`src/rtl/ms_wb_cmd_pkg.sv`:
```
// ms_wb_cmd_pkg
// Shared constants and types for the byte-stream Wishbone command master.
//   CMD_WR / CMD_RD   : command opcodes accepted on the rx byte stream
//   RSP_OK / RSP_ERR  : status bytes returned on the tx byte stream
//   state_t           : controller states
package ms_wb_cmd_pkg;

  localparam logic [7:0] CMD_WR  = 8'h57;  // 'W'
  localparam logic [7:0] CMD_RD  = 8'h52;  // 'R'
  localparam logic [7:0] RSP_OK  = 8'h4B;  // 'K'
  localparam logic [7:0] RSP_ERR = 8'h45;  // 'E'

  typedef enum logic [2:0] {
    IDLE,
    ADDR,
    DATA,
    BUS,
    RESP,
    RDATA
  } state_t;

endpackage

```
`src/rtl/ms_wb_cmd_master_if.sv`:
```
// ms_wb_cmd_master_if
// Bundles the command byte streams and the Wishbone classic bus of the
// command master.
//   rx_data/rx_valid/rx_ready : command bytes into the master
//   tx_data/tx_valid/tx_ready : response bytes out of the master
//   adr_o/dat_o/dat_i/sel_o/cyc_o/stb_o/we_o/ack_i : Wishbone classic
// Modports:
//   master : the command master itself
//   slave  : everything around it (byte source/sink and bus target)
interface ms_wb_cmd_master_if;

  logic [7:0]  rx_data;
  logic        rx_valid;
  logic        rx_ready;

  logic [7:0]  tx_data;
  logic        tx_valid;
  logic        tx_ready;

  logic [31:0] adr_o;
  logic [31:0] dat_o;
  logic [31:0] dat_i;
  logic [3:0]  sel_o;
  logic        cyc_o;
  logic        stb_o;
  logic        we_o;
  logic        ack_i;

  modport master (
    input  rx_data, rx_valid, tx_ready, dat_i, ack_i,
    output rx_ready, tx_data, tx_valid,
    output adr_o, dat_o, sel_o, cyc_o, stb_o, we_o
  );

  modport slave (
    output rx_data, rx_valid, tx_ready, dat_i, ack_i,
    input  rx_ready, tx_data, tx_valid,
    input  adr_o, dat_o, sel_o, cyc_o, stb_o, we_o
  );

endinterface

```
`src/rtl/ms_wb_cmd_master.sv`:
```
// ms_wb_cmd_master
// Wishbone classic initiator driven by a byte-stream command protocol.
//   'W' a0 a1 a2 a3 d0 d1 d2 d3 : single write, address/data LSB first
//   'R' a0 a1 a2 a3             : single read, address LSB first
// Response: 'K' (plus 4 read-data bytes LSB first for reads) on ack,
// 'E' alone when the slave does not ack within TIMEOUT bus cycles.
// Unknown bytes arriving while idle are swallowed.
// Parameters:
//   TIMEOUT : bus cycles to wait for ack (1 .. 2**TO_W-1)
//   TO_W    : width of the timeout counter
// Ports:
//   clk_i : clock
//   rst_i : synchronous active-high reset
//   bus   : byte streams + Wishbone bus (master modport)
module ms_wb_cmd_master
  import ms_wb_cmd_pkg::*;
#(
  parameter int TIMEOUT = 200,
  parameter int TO_W    = 8
) (
  input logic                 clk_i,
  input logic                 rst_i,
  ms_wb_cmd_master_if.master  bus
);

  state_t            r_state;
  logic [1:0]        r_cnt;
  logic [TO_W-1:0]   r_to;
  logic [31:0]       r_adr;
  logic [31:0]       r_dat;
  logic [31:0]       r_rdata;
  logic              r_we;
  logic              r_ok;
  logic              r_cyc;
  logic              r_rxReady;
  logic              r_txValid;
  logic [7:0]        r_txData;

  logic              w_rxFire;
  logic              w_txFire;
  logic              w_timeout;
  logic [1:0]        w_nextCnt;

  assign w_rxFire  = bus.rx_valid & r_rxReady;
  assign w_txFire  = r_txValid & bus.tx_ready;
  assign w_nextCnt = r_cnt + 2'd1;

  // The counter starts at 0 on the first bus cycle, so reaching TIMEOUT-1
  // without ack means cyc has been high for exactly TIMEOUT cycles.
  assign w_timeout = (r_to == TO_W'(TIMEOUT - 1)) && !bus.ack_i;

  // Whole controller lives in one registered block so every output is a
  // flop: rx_ready, tx_valid/tx_data and cyc/stb all change on the same
  // edge as the state that implies them.
  always_ff @(posedge clk_i) begin
    if (rst_i) begin
      r_state   <= IDLE;
      r_cnt     <= 2'd0;
      r_to      <= '0;
      r_adr     <= 32'd0;
      r_dat     <= 32'd0;
      r_rdata   <= 32'd0;
      r_we      <= 1'b0;
      r_ok      <= 1'b0;
      r_cyc     <= 1'b0;
      r_rxReady <= 1'b1;
      r_txValid <= 1'b0;
      r_txData  <= 8'd0;
    end else begin
      case (r_state)
        IDLE: begin
          // Anything other than a known opcode is consumed and dropped.
          if (w_rxFire && (bus.rx_data == CMD_WR || bus.rx_data == CMD_RD)) begin
            r_we    <= (bus.rx_data == CMD_WR);
            r_cnt   <= 2'd0;
            r_state <= ADDR;
          end
        end

        ADDR: begin
          if (w_rxFire) begin
            // LSB-first bytes enter at the top and slide down, so after
            // four bytes the first one sits in bits [7:0].
            r_adr <= {bus.rx_data, r_adr[31:8]};
            r_cnt <= w_nextCnt;
            if (r_cnt == 2'd3) begin
              if (r_we) begin
                r_state <= DATA;
              end else begin
                r_state   <= BUS;
                r_cyc     <= 1'b1;
                r_rxReady <= 1'b0;
                r_to      <= '0;
              end
            end
          end
        end

        DATA: begin
          if (w_rxFire) begin
            r_dat <= {bus.rx_data, r_dat[31:8]};
            r_cnt <= w_nextCnt;
            if (r_cnt == 2'd3) begin
              r_state   <= BUS;
              r_cyc     <= 1'b1;
              r_rxReady <= 1'b0;
              r_to      <= '0;
            end
          end
        end

        BUS: begin
          // Ack is checked first so an ack on the last allowed cycle
          // still counts as success.
          if (bus.ack_i) begin
            r_cyc     <= 1'b0;
            r_ok      <= 1'b1;
            r_rdata   <= bus.dat_i;
            r_txData  <= RSP_OK;
            r_txValid <= 1'b1;
            r_state   <= RESP;
          end else if (w_timeout) begin
            r_cyc     <= 1'b0;
            r_ok      <= 1'b0;
            r_txData  <= RSP_ERR;
            r_txValid <= 1'b1;
            r_state   <= RESP;
          end else begin
            r_to <= r_to + 1'b1;
          end
        end

        RESP: begin
          if (w_txFire) begin
            if (r_ok && !r_we) begin
              r_state  <= RDATA;
              r_cnt    <= 2'd0;
              r_txData <= r_rdata[7:0];
            end else begin
              r_state   <= IDLE;
              r_txValid <= 1'b0;
              r_rxReady <= 1'b1;
            end
          end
        end

        RDATA: begin
          // tx_data always shows byte r_cnt; on each accept the next
          // byte is loaded so bytes can leave at one per cycle.
          if (w_txFire) begin
            r_cnt <= w_nextCnt;
            if (r_cnt == 2'd3) begin
              r_state   <= IDLE;
              r_txValid <= 1'b0;
              r_rxReady <= 1'b1;
            end else begin
              r_txData <= r_rdata[{w_nextCnt, 3'b000} +: 8];
            end
          end
        end

        default: begin
          r_state   <= IDLE;
          r_cyc     <= 1'b0;
          r_txValid <= 1'b0;
          r_rxReady <= 1'b1;
        end
      endcase
    end
  end

  assign bus.rx_ready = r_rxReady;
  assign bus.tx_valid = r_txValid;
  assign bus.tx_data  = r_txData;
  assign bus.adr_o    = r_adr;
  assign bus.dat_o    = r_dat;
  assign bus.we_o     = r_we;
  assign bus.cyc_o    = r_cyc;
  assign bus.stb_o    = r_cyc;
  assign bus.sel_o    = 4'hF;

endmodule

```
`src/flat_wrapper.sv`:
```
// flat-port wrapper written by rule: the top's interface ports become plain ports
module ms_wb_cmd_master_flat import ms_wb_cmd_pkg::*;
#(
  parameter int TIMEOUT = 200,
  parameter int TO_W    = 8
)
  (clk_i, rst_i, bus_rx_data, bus_rx_valid, bus_tx_ready, bus_dat_i, bus_ack_i, bus_rx_ready, bus_tx_data, bus_tx_valid, bus_adr_o, bus_dat_o, bus_sel_o, bus_cyc_o, bus_stb_o, bus_we_o);
  ms_wb_cmd_master_if bus_i ();
  input logic clk_i;
  input logic rst_i;
  input wire logic [$bits(bus_i.rx_data)-1:0] bus_rx_data;
  input wire logic [$bits(bus_i.rx_valid)-1:0] bus_rx_valid;
  input wire logic [$bits(bus_i.tx_ready)-1:0] bus_tx_ready;
  input wire logic [$bits(bus_i.dat_i)-1:0] bus_dat_i;
  input wire logic [$bits(bus_i.ack_i)-1:0] bus_ack_i;
  output wire logic [$bits(bus_i.rx_ready)-1:0] bus_rx_ready;
  output wire logic [$bits(bus_i.tx_data)-1:0] bus_tx_data;
  output wire logic [$bits(bus_i.tx_valid)-1:0] bus_tx_valid;
  output wire logic [$bits(bus_i.adr_o)-1:0] bus_adr_o;
  output wire logic [$bits(bus_i.dat_o)-1:0] bus_dat_o;
  output wire logic [$bits(bus_i.sel_o)-1:0] bus_sel_o;
  output wire logic [$bits(bus_i.cyc_o)-1:0] bus_cyc_o;
  output wire logic [$bits(bus_i.stb_o)-1:0] bus_stb_o;
  output wire logic [$bits(bus_i.we_o)-1:0] bus_we_o;
  assign bus_i.rx_data = bus_rx_data;
  assign bus_i.rx_valid = bus_rx_valid;
  assign bus_i.tx_ready = bus_tx_ready;
  assign bus_i.dat_i = bus_dat_i;
  assign bus_i.ack_i = bus_ack_i;
  assign bus_rx_ready = bus_i.rx_ready;
  assign bus_tx_data = bus_i.tx_data;
  assign bus_tx_valid = bus_i.tx_valid;
  assign bus_adr_o = bus_i.adr_o;
  assign bus_dat_o = bus_i.dat_o;
  assign bus_sel_o = bus_i.sel_o;
  assign bus_cyc_o = bus_i.cyc_o;
  assign bus_stb_o = bus_i.stb_o;
  assign bus_we_o = bus_i.we_o;
  ms_wb_cmd_master #(.TIMEOUT(TIMEOUT), .TO_W(TO_W)) u_core (.clk_i(clk_i), .rst_i(rst_i), .bus(bus_i));
endmodule
```
`config.mk`:
```
export PLATFORM = sky130hd
export DESIGN_NAME = ms_wb_cmd_master_flat
export DESIGN_NICKNAME = d
export VERILOG_FILES = /design/src/rtl/ms_wb_cmd_pkg.sv /design/src/rtl/ms_wb_cmd_master_if.sv /design/src/rtl/ms_wb_cmd_master.sv /design/src/flat_wrapper.sv
export SDC_FILE = /design/constraint.sdc
export NUM_CORES = 1
export LEC_CHECK = 0
export ABC_AREA = 1
export CAP_MARGIN = 20
export CORE_MARGIN = 1.5
export CORE_UTILIZATION = 40
export DETAILED_ROUTE_END_ITERATION = 8
export PLACE_DENSITY = 0.72
export RECOVER_POWER = 50
export SYNTH_ARGS = -nofsm -noshare
export SYNTH_HDL_FRONTEND = slang
export SYNTH_SLANG_ARGS = --single-unit
```
`constraint.sdc`:
```
create_clock -name clk_i -period 2 [get_ports clk_i]
set_input_delay 0.5 -clock clk_i [delete_from_list [all_inputs] [get_ports clk_i]]
set_output_delay 0.5 -clock clk_i [all_outputs]
set_load 0.02 [all_outputs]
```
==> flow_metrics.py, run 1 <==
metrics = {
    "timing": {
        "fmax_mhz": 519,
        "setup_viol": 0,
        "finalCriticalPeriod_ns": 1.93,
        "rsz0062_at_grt": "false",
        "fin_hold_ws_ns": 0.455,
        "tightest_slew_ns": 0.637,
        "slew_violations": 0,
        "relSlewSlack": 0.576,
        "hold_viol_final": 0,
        "period_share": 0.963,
        "fin_skew_ns": 0.00927,
    },
    "setup_path": {
        "crit_chain": "clkdlybuf4s50_1",
        "worstPathArrival_ns": 1.43,
        "worstSetupPathDepth": 1,
        "cpLargestDelayFamily": "buffers and inverters",
        "endpoint_kind": "output pin",
        "path_class": "reg -> out",
        "slowest_stage": "clkdlybuf4s50_1",
        "reg2regPathDepth": 7,
        "start_kind": "register",
        "r2r-end": "u_core.r_rdata[2]",
        "cpPeakStageDelay_ns": 0.65,
        "crit_buf_inv": 1,
        "crit_path_end": "bus_adr_o[31]",
        "worstPathRequired_ns": 1.50,
        "worstPathMaxFanout": 3,
        "reg2reg_from": "u_core.r_state[0]",
        "r2r_setup_slack_ns": 0.17,
        "startpoint": "u_core.bus.adr_o[31]",
    },
    "drt": {
        "drt_iter0_markers": 319,
        "dr.pass1.iters": 5,
        "wl_per_cell_um": 12.9,
        "wirelength_um": 13900,
        "num_vias": 5201,
        "detail_route.vias_per_cell": 4.86,
        "drc_errors": 0,
        "ant_nets": 0,
    },
    "cells_and_area": {
        "drive_above_1_share": 0.0782,
        "layout_commonest_cell": "nand2_1",
        "area_growth_pct": 38.4,
        "final_nets": 929,
        "final_cell_mix": "nand2_1, dfxtp_1, clkdlybuf4s50_1",
        "antenna_cells": 0,
    },
    "cts": {
        "cts_setup_buffers": 0,
        "post_cts_resize_count": 0,
        "cts_root_buf": "clkbuf_16",
        "path_clk_slew_ns": 0.06,
        "cts_max_path_buffers": 2,
        "clk_latency_ns": 0.42,
        "cts_made_buffers": 17,
        "cts_hold_buffers": 0,
        "cts_tree": "built",
        "cts.sinks": 122,
        "htreeDepth": 4,
    },
    "global_route": {
        "grt_pass1_vias": 4762,
        "grt_first_pass_wirelength_um": 22800,
        "grt_max_degree": 60,
        "antenna_found_initial": 0,
        "overflow": 0,
        "grt_usage": 0.199,
    },
    "yosys": {
        "synth_seq_cells": 122,
        "yosysTopAreaCell": "dfxtp_1",
        "synthCells": 763,
        "ys_warn_count": 0,
        "ys_types": 30,
        "yosys-top-cells-area": "dfxtp_1, nand2_1, a21oi_1",
        "synth_area_per_cell_um2": 6.99,
        "synth_top_area_frac": 0.458,
        "synth_area_mm2": 0.00533,
        "ys_seq_area_frac": 0.458,
    },
    "floorplanning": {
        "start_util": 0.406,
        "die-area_mm2": 0.0140,
        "io_pins": 126,
        "fp.coreArea_mm2": 0.0131,
        "die_h_um": 118,
        "die_x_um": 118,
        "core.rowCount": 42,
    },
    "power_and_ir_drop": {
        "p_per_area_mw_per_mm2": 1090,
        "ir_drop_mv": 0.684,
        "total_power_uw": 8010,
        "power.leakage_uw": 0.00295,
    },
    "placed_design": {
        "post-dp-hpwl_um": 9520,
        "place.gp.congestion": 0.916,
        "io_buffers": 121,
    },
    "run": {
        "drv_cap": 0,
    },
    "min_path": {
        "hold_class": "reg -> reg",
    },
    "status": {
        "outcome": "complete, no violations",
    },
}
[registers in the layout (all words and copies together), names as in the netlist]
| signal | cells |
|---|---|
| u_core.r_state | 3 |
| u_core.bus.we_o | 1 |
| u_core.bus.rx_ready | 1 |
| u_core.r_rdata | 32 |
| u_core.r_ok | 1 |
| u_core.bus.adr_o | 32 |
| u_core.bus.tx_valid | 1 |
| u_core.r_cnt | 2 |
| u_core.bus.tx_data | 8 |
| u_core.r_to | 8 |
| u_core.bus.dat_o | 32 |
| u_core.bus.cyc_o | 1 |
[kinds of logic after synthesis]
| group | synth area share |
|---|---|
| buffers and inverters | 0.0875 |
| AOI/OAI and AO/OA | 0.160 |
| other | 0.000703 |
| DFF | 0.458 |
| and+or+nand+nor | 0.286 |
| xor gates and xnor gates | 0.00329 |
| adders and majority gates | 0.00469 |
[layer usage]
| layer | routed length, um | track usage | part of all wire | vias to the layer above |
|---|---|---|---|---|
| met2 | 6360 | 0.309 | 0.46 | 162 |
| met1 | 6360 | 0.262 | 0.46 | 2308 |
| met5 | 0 | 0 | 0 | - |
| met3 | 941 | 0.0656 | 0.068 | 19 |
| met4 | 195 | 0.0625 | 0.014 | 0 |
| li1 | - | - | - | 2712 |
[synth_stat cells]
| master | instances |
|---|---|
| nand2_1 | 152 |
| dfxtp_1 | 122 |
| nor2_1 | 110 |
| a21oi_1 | 96 |
| nand3_1 | 75 |
| o21ai_0 | 69 |
| inv_1 | 53 |
| clkbuf_1 | 27 |
| buf_2 | 13 |
| nand4_1 | 8 |
| buf_4 | 7 |
| inv_2 | 3 |
| nand2_4 | 3 |
| nand3_2 | 3 |
| nor2_2 | 3 |
| buf_6 | 2 |
| ha_1 | 2 |
| nand2_2 | 2 |
| nor3_1 | 2 |
| a31oi_1 | 1 |
| clkbuf_2 | 1 |
| clkinv_1 | 1 |
| conb_1 | 1 |
| inv_4 | 1 |
| nor2_4 | 1 |
| o211ai_1 | 1 |
| o21ai_1 | 1 |
| o21bai_1 | 1 |
| xnor2_1 | 1 |
| xor2_1 | 1 |
[area by class of cell]
class	count	area, um2
Fill cell	1254	5760
Sequential cell	122	2440
Multi-Input combinational cell	536	2420
Timing Repair Buffer	147	1450
Clock buffer	18	439
Inverter	58	220
Tap cell	176	220
Clock inverter	14	191
[worst min-delay path: stages (launching register included)]
cell and delay (ns):
dfxtp_1 0.29, inv_1 0.06, a21oi_1 0.06
[where the power goes]
group | internal (uW) | leakage [uW] | switching (uW)
Sequential | 2680 | 0.000986 | 184
Clock | 2120 | 0.000299 | 1130
Combinational | 785 | 0.00166 | 1120
Total | 5580 | 0.00295 | 2430
[through the flow]
step                      setup TNS (ns)  area [um2]  instances   util  setup WS (ns)
final                                  0        7380       1071  0.562         0.0736
after global placement                 0        6770       1039  0.515         0.0441
after detailed placement         -0.0182        6770       1039  0.515       -0.00834
after global routing                   0        7380       1071  0.562         0.0240
after floorplan                        0        5340        766      -          0.503
after CTS                              0        7400       1071  0.563         0.0564
[how the worst min path moves through the flow]
stage / from / to / slack, ns / cells past startpoint
6_report: u_core.r_rdata[23] / u_core.r_rdata[23] / 0.45 / 2
3_5_place_dp: u_core.r_rdata[23] / u_core.r_rdata[23] / 0.45 / 2
2_1_floorplan: u_core.r_rdata[23] / u_core.r_rdata[23] / 0.43 / 2
4_1_cts: u_core.r_rdata[23] / u_core.r_rdata[23] / 0.46 / 2
5_1_grt: u_core.bus.dat_o[4] / u_core.bus.dat_o[4] / 0.47 / 2
3_3_place_gp: u_core.r_rdata[24] / u_core.r_rdata[24] / 0.44 / 2
No activity file was read; power rests on OpenSTA's default activity.
==> inputs of run 2 (changes only) <==
--- a/config.mk
+++ b/config.mk
@@ -7,8 +7,8 @@
 export LEC_CHECK = 0
 export ABC_AREA = 1
 export CAP_MARGIN = 20
-export CORE_MARGIN = 1.5
 export CORE_UTILIZATION = 40
+export CTS_BUF_LIST = sky130_fd_sc_hd__clkbuf_4
 export DETAILED_ROUTE_END_ITERATION = 8
 export PLACE_DENSITY = 0.72
 export RECOVER_POWER = 50
==> flow_metrics.py, run 2 (synthesis gave the netlist of run 1 again) <==
metrics = {
    "setup_path": {
        "crit_chain": "nor2_1 > nand2_1 > inv_1 > clkbuf_2 > nand3_1 > a21oi_1",
        "crit_buf_inv": 2,
        "r2r_setup_slack_ns": 0.18,
        "reg2regPathDepth": 6,
        "reg2reg_from": "u_core.r_state[2]",
        "path_class": "reg -> reg",
        "slowest_stage": "clkbuf_2",
        "cpPeakStageDelay_ns": 0.51,
        "worstPathArrival_ns": 2.27,
        "worstPathMaxFanout": 32,
        "r2r-end": "u_core.bus.dat_o[2]",
        "start_kind": "register",
        "endpoint_kind": "register",
        "worstPathRequired_ns": 2.46,
        "cpLargestDelayFamily": "buffers and inverters",
    },
    "cts": {
        "cts_tree": "built",
        "clk_latency_ns": 0.54,
        "cts_hold_buffers": 0,
        "cts.sinks": 122,
        "cts_max_path_buffers": 2,
        "cts_made_buffers": 17,
        "cts_root_buf": "clkbuf_4",
        "htreeDepth": 4,
        "path_clk_slew_ns": 0.11,
    },
    "min_path": {
        "min_path_cells": 5,
        "holdPathEnd": "u_core.bus.tx_data[7]",
        "hold_class": "in -> reg",
        "hold_path.startpoint": "rst_i",
    },
    "cells_and_area": {
        "area_growth_pct": 30.5,
        "drive_above_1_share": 0.0824,
        "antenna_cells": 0,
        "layout_commonest_cell": "nand2_1",
        "final_cell_mix": "nand2_1, dfxtp_1, nor2_1",
        "regArea_mm2": 0.00244,
        "filler_cell_count": 1319,
        "multi_input_area_mm2": 0.00243,
        "final_nets": 932,
    },
    "global_route": {
        "grt_max_degree": 60,
        "grt_first_pass_wirelength_um": 23200,
        "overflow": 0,
        "antenna_found_initial": 0,
        "grt_usage": 0.207,
        "grt_pass1_vias": 4845,
    },
    "drt": {
        "drt_iter0_markers": 381,
        "wirelength_um": 13800,
        "drc_errors": 0,
        "num_vias": 5215,
        "ant_nets": 0,
        "dr.pass1.iters": 4,
        "wl_per_cell_um": 12.9,
        "detail_route.vias_per_cell": 4.87,
    },
    "power_and_ir_drop": {
        "pwr-share-clk": 0.284,
        "p_per_area_mw_per_mm2": 926,
        "power.leakage_uw": 0.00319,
        "ir_drop_mv": 0.516,
        "power.internal_uw": 4260,
        "p_sw_uw": 2180,
        "switching_share": 0.339,
        "pwr-share-comb": 0.275,
        "seqPwrFrac": 0.441,
    },
    "placed_design": {
        "place.gp.congestion": 0.921,
        "io_buffers": 121,
        "post-dp-hpwl_um": 9430,
    },
    "timing": {
        "rsz0062_at_grt": "false",
        "slew_violations": 0,
        "relSlewSlack": 0.578,
        "fin_skew_ns": 0.0146,
        "hold_viol_final": 0,
        "setup_viol": 0,
        "period_share": 0.909,
        "fin_tns_setup_ns": 0,
        "fin_hold_ws_ns": 0.453,
        "tightest_slew_ns": 0.633,
        "finalCriticalPeriod_ns": 1.82,
        "fmax_mhz": 550,
    },
    "floorplanning": {
        "die_x_um": 117,
        "die_h_um": 117,
        "fp.coreArea_mm2": 0.0128,
        "io_pins": 126,
        "core.rowCount": 41,
        "die-area_mm2": 0.0138,
        "start_util": 0.416,
    },
    "status": {
        "outcome": "complete, no violations",
    },
    "run": {
        "drv_cap": 0,
    },
}
run 2: cell types whose count changed in the layout (fill, tap and decap cells not counted), sizes merged:
cell / delta
inv: -3
dlygate4sd2: +77
clkinv: +3
dlygate4sd3: -1
clkdlybuf4s50: -76
bufinv: -1
clkinvlp: -4
buf: +1
clkbuf: +7
run 2: power groups by stage:
stage / Combinational (uW) / Clock, uW / Sequential (uW)
floorplan: 899 / 0 / 3110
global placement: 1910 / 0 / 2900
detailed placement: 1900 / 0 / 2900
CTS: 1780 / 1870 / 2850
global route: 1960 / 1990 / 2880
finish: 1770 / 1830 / 2840
run 2: repair_timing:
item | CTS | global route
setup buffers | 0 | 0
setup endpoints to repair | 77 | 0
resized for setup | 77 | 0
run 2: metrics by stage:
step	setup slack, ns	cell area (um2)	total power [uW]	instances	util
6_report	0.182	6960	6440	1070	0.543
4_1_cts	0.152	6970	6500	1070	0.544
3_3_place_gp	0.0608	6770	4810	1038	0.528
3_5_place_dp	0.0142	6770	4800	1038	0.528
5_1_grt	0.0222	6960	6830	1070	0.543
2_1_floorplan	0.503	5340	4000	766	-
run 2: worst register-to-register path, delay by kind of cell, from the launching register on:
| kind | cells | cell delay (ns) |
|---|---|---|
| DFF | 1 | 0.45 |
| AOI/OAI and AO/OA | 1 | 0.20 |
| buffers and inverters | 2 | 0.61 |
| and+or+nand+nor | 3 | 0.49 |
run 2: how the worst max path moves through the flow:
| stage | startpoint | endpoint | slack (ns) | depth (start not counted) |
|---|---|---|---|---|
| finish | u_core.r_state[2] | u_core.bus.dat_o[2] | 0.18 | 6 |
| global route | u_core.r_state[2] | u_core.bus.tx_data[6] | 0.02 | 8 |
| CTS | u_core.bus.adr_o[28] | bus_adr_o[28] | 0.15 | 1 |
| detailed placement | bus_rx_valid | u_core.r_state[0] | 0.01 | 8 |
| global placement | bus_rx_valid | u_core.r_to[7] | 0.06 | 10 |
| floorplan | bus_rx_valid | u_core.r_to[0] | 0.50 | 9 |
run 2: routing by layer:
metal,track usage,routed length (um),up-vias
met5,0,0,-
met4,0.0689,169,0
met3,0.0766,1090,19
met2,0.316,6130,152
met1,0.268,6360,2319
li1,-,-,2725
run 2: area by class of cell:
class | instances | area share
flip-flops and latches | 122 | 0.351
clock inverters | 9 | 0.0176
repair buffers | 150 | 0.195
clock buffers | 23 | 0.0248
inverters | 58 | 0.0316
multi-input cells | 536 | 0.349
well taps | 172 | 0.0309
==> edit 1: new RTL, flow settings as in run 2 <==
The 6 states of `state_t` get a one-hot encoding in 6 bits.
--- a/src/rtl/ms_wb_cmd_pkg.sv
+++ b/src/rtl/ms_wb_cmd_pkg.sv
@@ -11,11 +11,11 @@
   localparam logic [7:0] RSP_ERR = 8'h45;  // 'E'
 
-  typedef enum logic [2:0] {
-    IDLE,
-    ADDR,
-    DATA,
-    BUS,
-    RESP,
-    RDATA
+  typedef enum logic [5:0] {
+    IDLE  = 6'b000001,
+    ADDR  = 6'b000010,
+    DATA  = 6'b000100,
+    BUS   = 6'b001000,
+    RESP  = 6'b010000,
+    RDATA = 6'b100000
   } state_t;
 
Formal check against the unedited RTL: same outputs for any inputs over 4 cycles, from zero or initial values and one cycle with rst_i high; so few cycles prove little.
==> edit 1 against run 2 <==
  * Cell area rose by 1.5%
  * Power decreased by 6.6%
  * Setup slack worse by 0.029 ns
  * Sequential cell count is 3 higher
  * Synthesized area rose by 3.0%
  * Fmax fell by 1.6%
  * Routed wire length shrank 2.0%
  * Clock power shrank 7%
  * Critical path depth shrank 5
  * Critical path type is now reg -> out
==> edit 1: results (changes against run 2) <==
[cts]
numCtsBuffers=17  ; unchanged
post_cts_buffers=0  ; unchanged
cts_resized=74  ; -3.9%
cts_root_buffer=clkbuf_4
clk_pin_slew_worst_paths_ns=0.11  ; about the same
cts_buffer_depth=2  ; unchanged
h-tree-depth=4  ; unchanged
clk_latency_ns=0.52  ; -0.02 ns

[place]
postPlaceCellArea_um2=6970  ; +2.9%
gp_congestion=0.829  ; -10%
port_buffers=121  ; unchanged
dp_hpwl_mm=9.52  ; +1.0%

[timing]
worstMarginPinSlew_ns=0.812  ; +0.179 ns
hold_ws_ns=0.472  ; +0.0192 ns
fin_skew_ns=0.0171  ; +0.00256 ns

[synth]
netlist_top_cells_count=nor2_1 (242), dfxtp_1 (125), o21ai_0 (106)
postSynth.asyncResetShare_pct=0  ; unchanged
synthAdderAreaFrac_pct=0.456  ; -0.013 points
yosys.area_share.xor_xnor_pct=0.479  ; +0.15 points
synth-seq-area-share_pct=45.6  ; -0.22 points
synthFlopType=dfxtp_1
synth.mux.area_fraction_pct=0  ; unchanged
synth_area_leaders=dfxtp_1 (46%), nor2_1 (17%), o21ai_0 (9.7%), nand2_1 (6.2%), a21oi_1 (3.3%)
synth_compound_area_share_pct=14.5  ; -1.5 points
synth_warnings=0  ; unchanged
yosysUniqueCellTypes=30  ; unchanged

[final_layout]
fill_cells=1359  ; +3.0%
final_nets=953  ; +2.3%
register_area_um2=2500  ; +2.5%
drive_above_1_share_pct=9.36  ; +1.1 points

[critical_path]
cpPeakStageDelay_ns=0.46  ; -0.05 ns
crit_fanout=5  ; -84%
cp_data_arrival_time_ns=1.35  ; -0.92 ns
cpLargestDelayFamily=flip-flops
cp_slowest_cell=dfxtp_1
r2r_slack_ns=0.19

[outcome]
outcome=completed

[grt]
grt_pass1_vias=4751  ; -1.9%
grt_pass1_wl_mm=22.8  ; -1.9%
grt_start_max_net_pins=63  ; +5.0%
gr-usage-all-layers_pct=20.0  ; -0.72 points
antenna_found_initial=1  ; +1

[min_path]
hold_path_class=reg -> reg

[pwr]
p_leak_nw=3.45  ; +8.2%
peakVddDrop_uv=735  ; +43%

[routing]
drt-initial-drc-count=265  ; -30%
wl_mm=13.5  ; -2.0%
firstDrtPassIters=7  ; +3
vias_per_cell=4.73  ; -3.0%

-- edit 1: cell types whose count changed after synthesis, sizes merged, moves of 3 or more --
cell / delta
o211ai: +3
clkbuf: -7
inv: -6
nand3: -45
o21ai: +43
dfxtp: +3
nor2: +140
nand2: -59
o22ai: +3
a21oi: -60
-- edit 1: layout make-up --
| class | instances | area share [%] |
|---|---|---|
| multi-input cells | 559 | 35.6 |
| flip-flops and latches | 125 | 35.4 |
| repair buffers | 151 | 19.1 |
| well taps | 176 | 3.12 |
| inverters | 52 | 2.80 |
| clock inverters | 15 | 2.07 |
| clock buffers | 17 | 1.81 |
| diodes | 1 | 0.0354 |
-- edit 1: worst paths after layout --
check                     from            endpoint  cells after the start
max            u_core.bus.we_o            bus_we_o                      1
min reg2reg        u_core.r_ok         u_core.r_ok                      2
min                u_core.r_ok         u_core.r_ok                      2
max reg2reg  u_core.r_state[4]  u_core.r_rdata[13]                      9
-- edit 1: per-stage QoR --
step,setup WS (ns),instances
detailed placement,-0.111,1063
finish,0.153,1096
CTS,0.000351,1095
floorplan,0.452,777
global placement,-0.0557,1063
global route,0.0230,1096
-- edit 1: power by group --
group	switching, mW	total, mW	internal, mW
sequential	0.109	2.75	2.64
clock	0.968	1.70	0.736
combinational	0.996	1.57	0.570
-- edit 1: routing by layer --
| layer | share of wire, % | wire length, µm | global-route usage, % | up-vias |
|---|---|---|---|---|
| met5 | 0 | 0 | 0 | - |
| met4 | 0.99 | 133 | 5.22 | 0 |
| met3 | 8.1 | 1090 | 8.62 | 11 |
| met2 | 46 | 6150 | 31.3 | 107 |
| met1 | 45 | 6110 | 24.9 | 2329 |
| li1 | - | - | - | 2736 |
==> edit 2: new RTL, flow settings as in run 2 <==
Made on the original files. `TO_W` is set to 8 in 2 places; all go to 12.
--- a/src/rtl/ms_wb_cmd_master.sv
+++ b/src/rtl/ms_wb_cmd_master.sv
@@ -17,5 +17,5 @@
 #(
   parameter int TIMEOUT = 200,
-  parameter int TO_W    = 8
+  parameter int TO_W    = 12
 ) (
   input logic                 clk_i,
--- a/src/flat_wrapper.sv
+++ b/src/flat_wrapper.sv
@@ -3,5 +3,5 @@
 #(
   parameter int TIMEOUT = 200,
-  parameter int TO_W    = 8
+  parameter int TO_W    = 12
 )
   (clk_i, rst_i, bus_rx_data, bus_rx_valid, bus_tx_ready, bus_dat_i, bus_ack_i, bus_rx_ready, bus_tx_data, bus_tx_valid, bus_adr_o, bus_dat_o, bus_sel_o, bus_cyc_o, bus_stb_o, bus_we_o);
Behaviour: same outputs for any inputs over 4 cycles, from zero or initial values and one cycle with rst_i high; that may be too few to reach the edited logic, so the function may still have changed.
==> edit 2 against run 2 <==
  * Routed wire length grew 4.6%
  * Setup slack got worse by 0.029 ns
  * Highest routed layer unchanged
  * Critical endpoint is now bus_we_o
  * Synthesized area is 3.4% higher
  * Power is 9.0% higher
  * Sequential cell count increased by 4
  * Cell area up 3.8%
  * Synthesized cell count is 4.5% higher
  * First-iteration DRC count increased by 16%
  * Critical path type is now reg -> out
  * Non-clock buffer count grew 5
==> edit 2: results (changes against run 2) <==
[timing]
slew_headroom_pct=59.6  ; +1.8 points
fin_skew_ns=0.0178  ; +0.00323 ns
hold_viol=0  ; unchanged
hold_ws_ns=0.462  ; +0.00959 ns

[cts]
clk_latency_ns=0.55
cts_root_buffer=clkbuf_4
h-tree-depth=4  ; unchanged

[routing]
firstDrtPassIters=5  ; +1
drt-wirelength-per-cell_um=12.9  ; +0.40%
drt-initial-drc-count=442  ; +16%
vias_per_cell=4.95  ; +1.6%

[place]
gp_congestion=0.841  ; -8.7%
dp_hpwl_mm=9.82  ; +4.2%
port_buffers=121  ; unchanged
post-place-ws_ns=-0.00859  ; -0.0228 ns

[pwr]
p_leak_nw=3.32  ; +4.2%
peakVddDrop_uv=488  ; -5.3%
power_switching_mw=2.48  ; +14%

[critical_path]
cpPeakStageDelay_ns=0.42  ; -0.09 ns
crit_fanout=4  ; -88%
cp_slowest_cell=dfxtp_1
cp_data_arrival_time_ns=1.35  ; -0.92 ns
cpLargestDelayFamily=flip-flops

[final_layout]
drive_above_1_share_pct=8.96  ; +0.71 points
layout.cells.non_filler=1115  ; +4.2%
final_nets=973  ; +4.4%
fill_cells=1343  ; +1.8%

[synth]
postSynth.asyncResetShare_pct=0  ; unchanged
netlist_top_cells_count=nor2_1 (156), nand2_1 (140), dfxtp_1 (126)
avgSynthCellArea_um2=6.92  ; -0.99%
synth_area_leaders=dfxtp_1 (46%), nor2_1 (11%), nand2_1 (9.5%), o21ai_0 (8.4%), a21oi_1 (7.1%)
synth_warnings=0  ; unchanged
synth-seq-area-share_pct=45.7  ; -0.065 points
synthFlopType=dfxtp_1
yosysUniqueCellTypes=30  ; unchanged

[grt]
grt_start_max_net_pins=60  ; unchanged
grt_pass1_wl_mm=24.0  ; +3.2%
antenna_found_initial=1  ; +1
grt_pass1_vias=5061  ; +4.5%
gr-usage-all-layers_pct=21.1  ; +0.44 points

[outcome]
outcome=completed

[min_path]
hold_path_class=reg -> reg

==> edit 2: cell count changes in the layout (fill, tap and decap cells not counted), moves of 4 or more <==
cell               run 2  this run
nor2_1               110       156
o21ai_0               70        93
a21oi_1               96        78
nand2_1              153       140
nand3_1               76        65
clkinvlp_4             0         4
inv_2                  2         6
==> edit 2: final cells by class <==
class	instances	share of cell area, %
multi-input combinational	566	35.3
sequential	126	34.9
timing repair buffer	155	19.2
inverter	60	3.12
tap	176	3.05
clock inverter	12	2.36
clock buffer	19	1.98
antenna	1	0.0347
==> edit 2: cell families (layout without fill, tap and decap cells) <==
| group | after synthesis | in the layout | synth area share [%] |
|---|---|---|---|
| DFF | 126 | 126 | 45.7 |
| other | 1 | 5 | 0.0680 |
| buffers and inverters | 108 | 246 | 8.08 |
| AOI/OAI and AO/OA | 175 | 175 | 16.1 |
| adders and majority gates | 2 | 2 | 0.454 |
| and+or+nand+nor | 385 | 385 | 29.6 |
==> edit 2: tightest hold or removal path: stages (launching register included) <==
cell and delay [ns]:
dfxtp_1 0.33, inv_1 0.05, a21oi_1 0.05
==> edit 2: final timing paths <==
path / from / to / slack (ns) / cells after the start
setup / recovery: u_core.bus.we_o / bus_we_o / 0.15 / 1
hold / removal: u_core.r_rdata[23] / u_core.r_rdata[23] / 0.46 / 2
setup reg to reg: u_core.r_state[2] / u_core.r_rdata[1] / 0.21 / 7
hold reg to reg: u_core.r_rdata[23] / u_core.r_rdata[23] / 0.46 / 2
==> edit 2: power by group through the flow <==
stage	Sequential, mW	Combinational, mW	Clock, mW
6_report	2.90	2.17	1.95
5_1_grt	2.93	2.43	2.12
2_1_floorplan	3.11	1.28	0
3_5_place_dp	2.96	2.30	0
3_3_place_gp	2.97	2.30	0
4_1_cts	2.91	2.20	1.99
==> edit 2: timing repair <==
item / in CTS / in global routing
cloned: 0 / 0
pin swaps: 0 / 0
endpoints found under the hold margin: 0 / 0
resized for setup: 77 / 1
hold buffers: 0 / 0
setup endpoints to repair: 77 / 2
==> edit 2: per-stage QoR <==
| step | power, mW | util (%) | TNS [ns] | area [µm²] |
|---|---|---|---|---|
| after floorplan | 4.39 | - | 0 | 5530 |
| after global placement | 5.26 | 53.0 | -0.00125 | 7070 |
| after detailed placement | 5.26 | 53.0 | -0.0303 | 7070 |
| after CTS | 7.10 | 54.6 | 0 | 7280 |
| after global routing | 7.49 | 54.1 | 0 | 7220 |
| final | 7.02 | 54.1 | 0 | 7220 |
==> edit 2: metal layers <==
metal	vias to the layer above	part of all wire, %	track usage, %
li1	2833	-	-
met2	167	44	31.9
met3	9	8.8	8.57
met4	0	0.92	6.88
met5	-	0	0
met1	2511	46	27.2
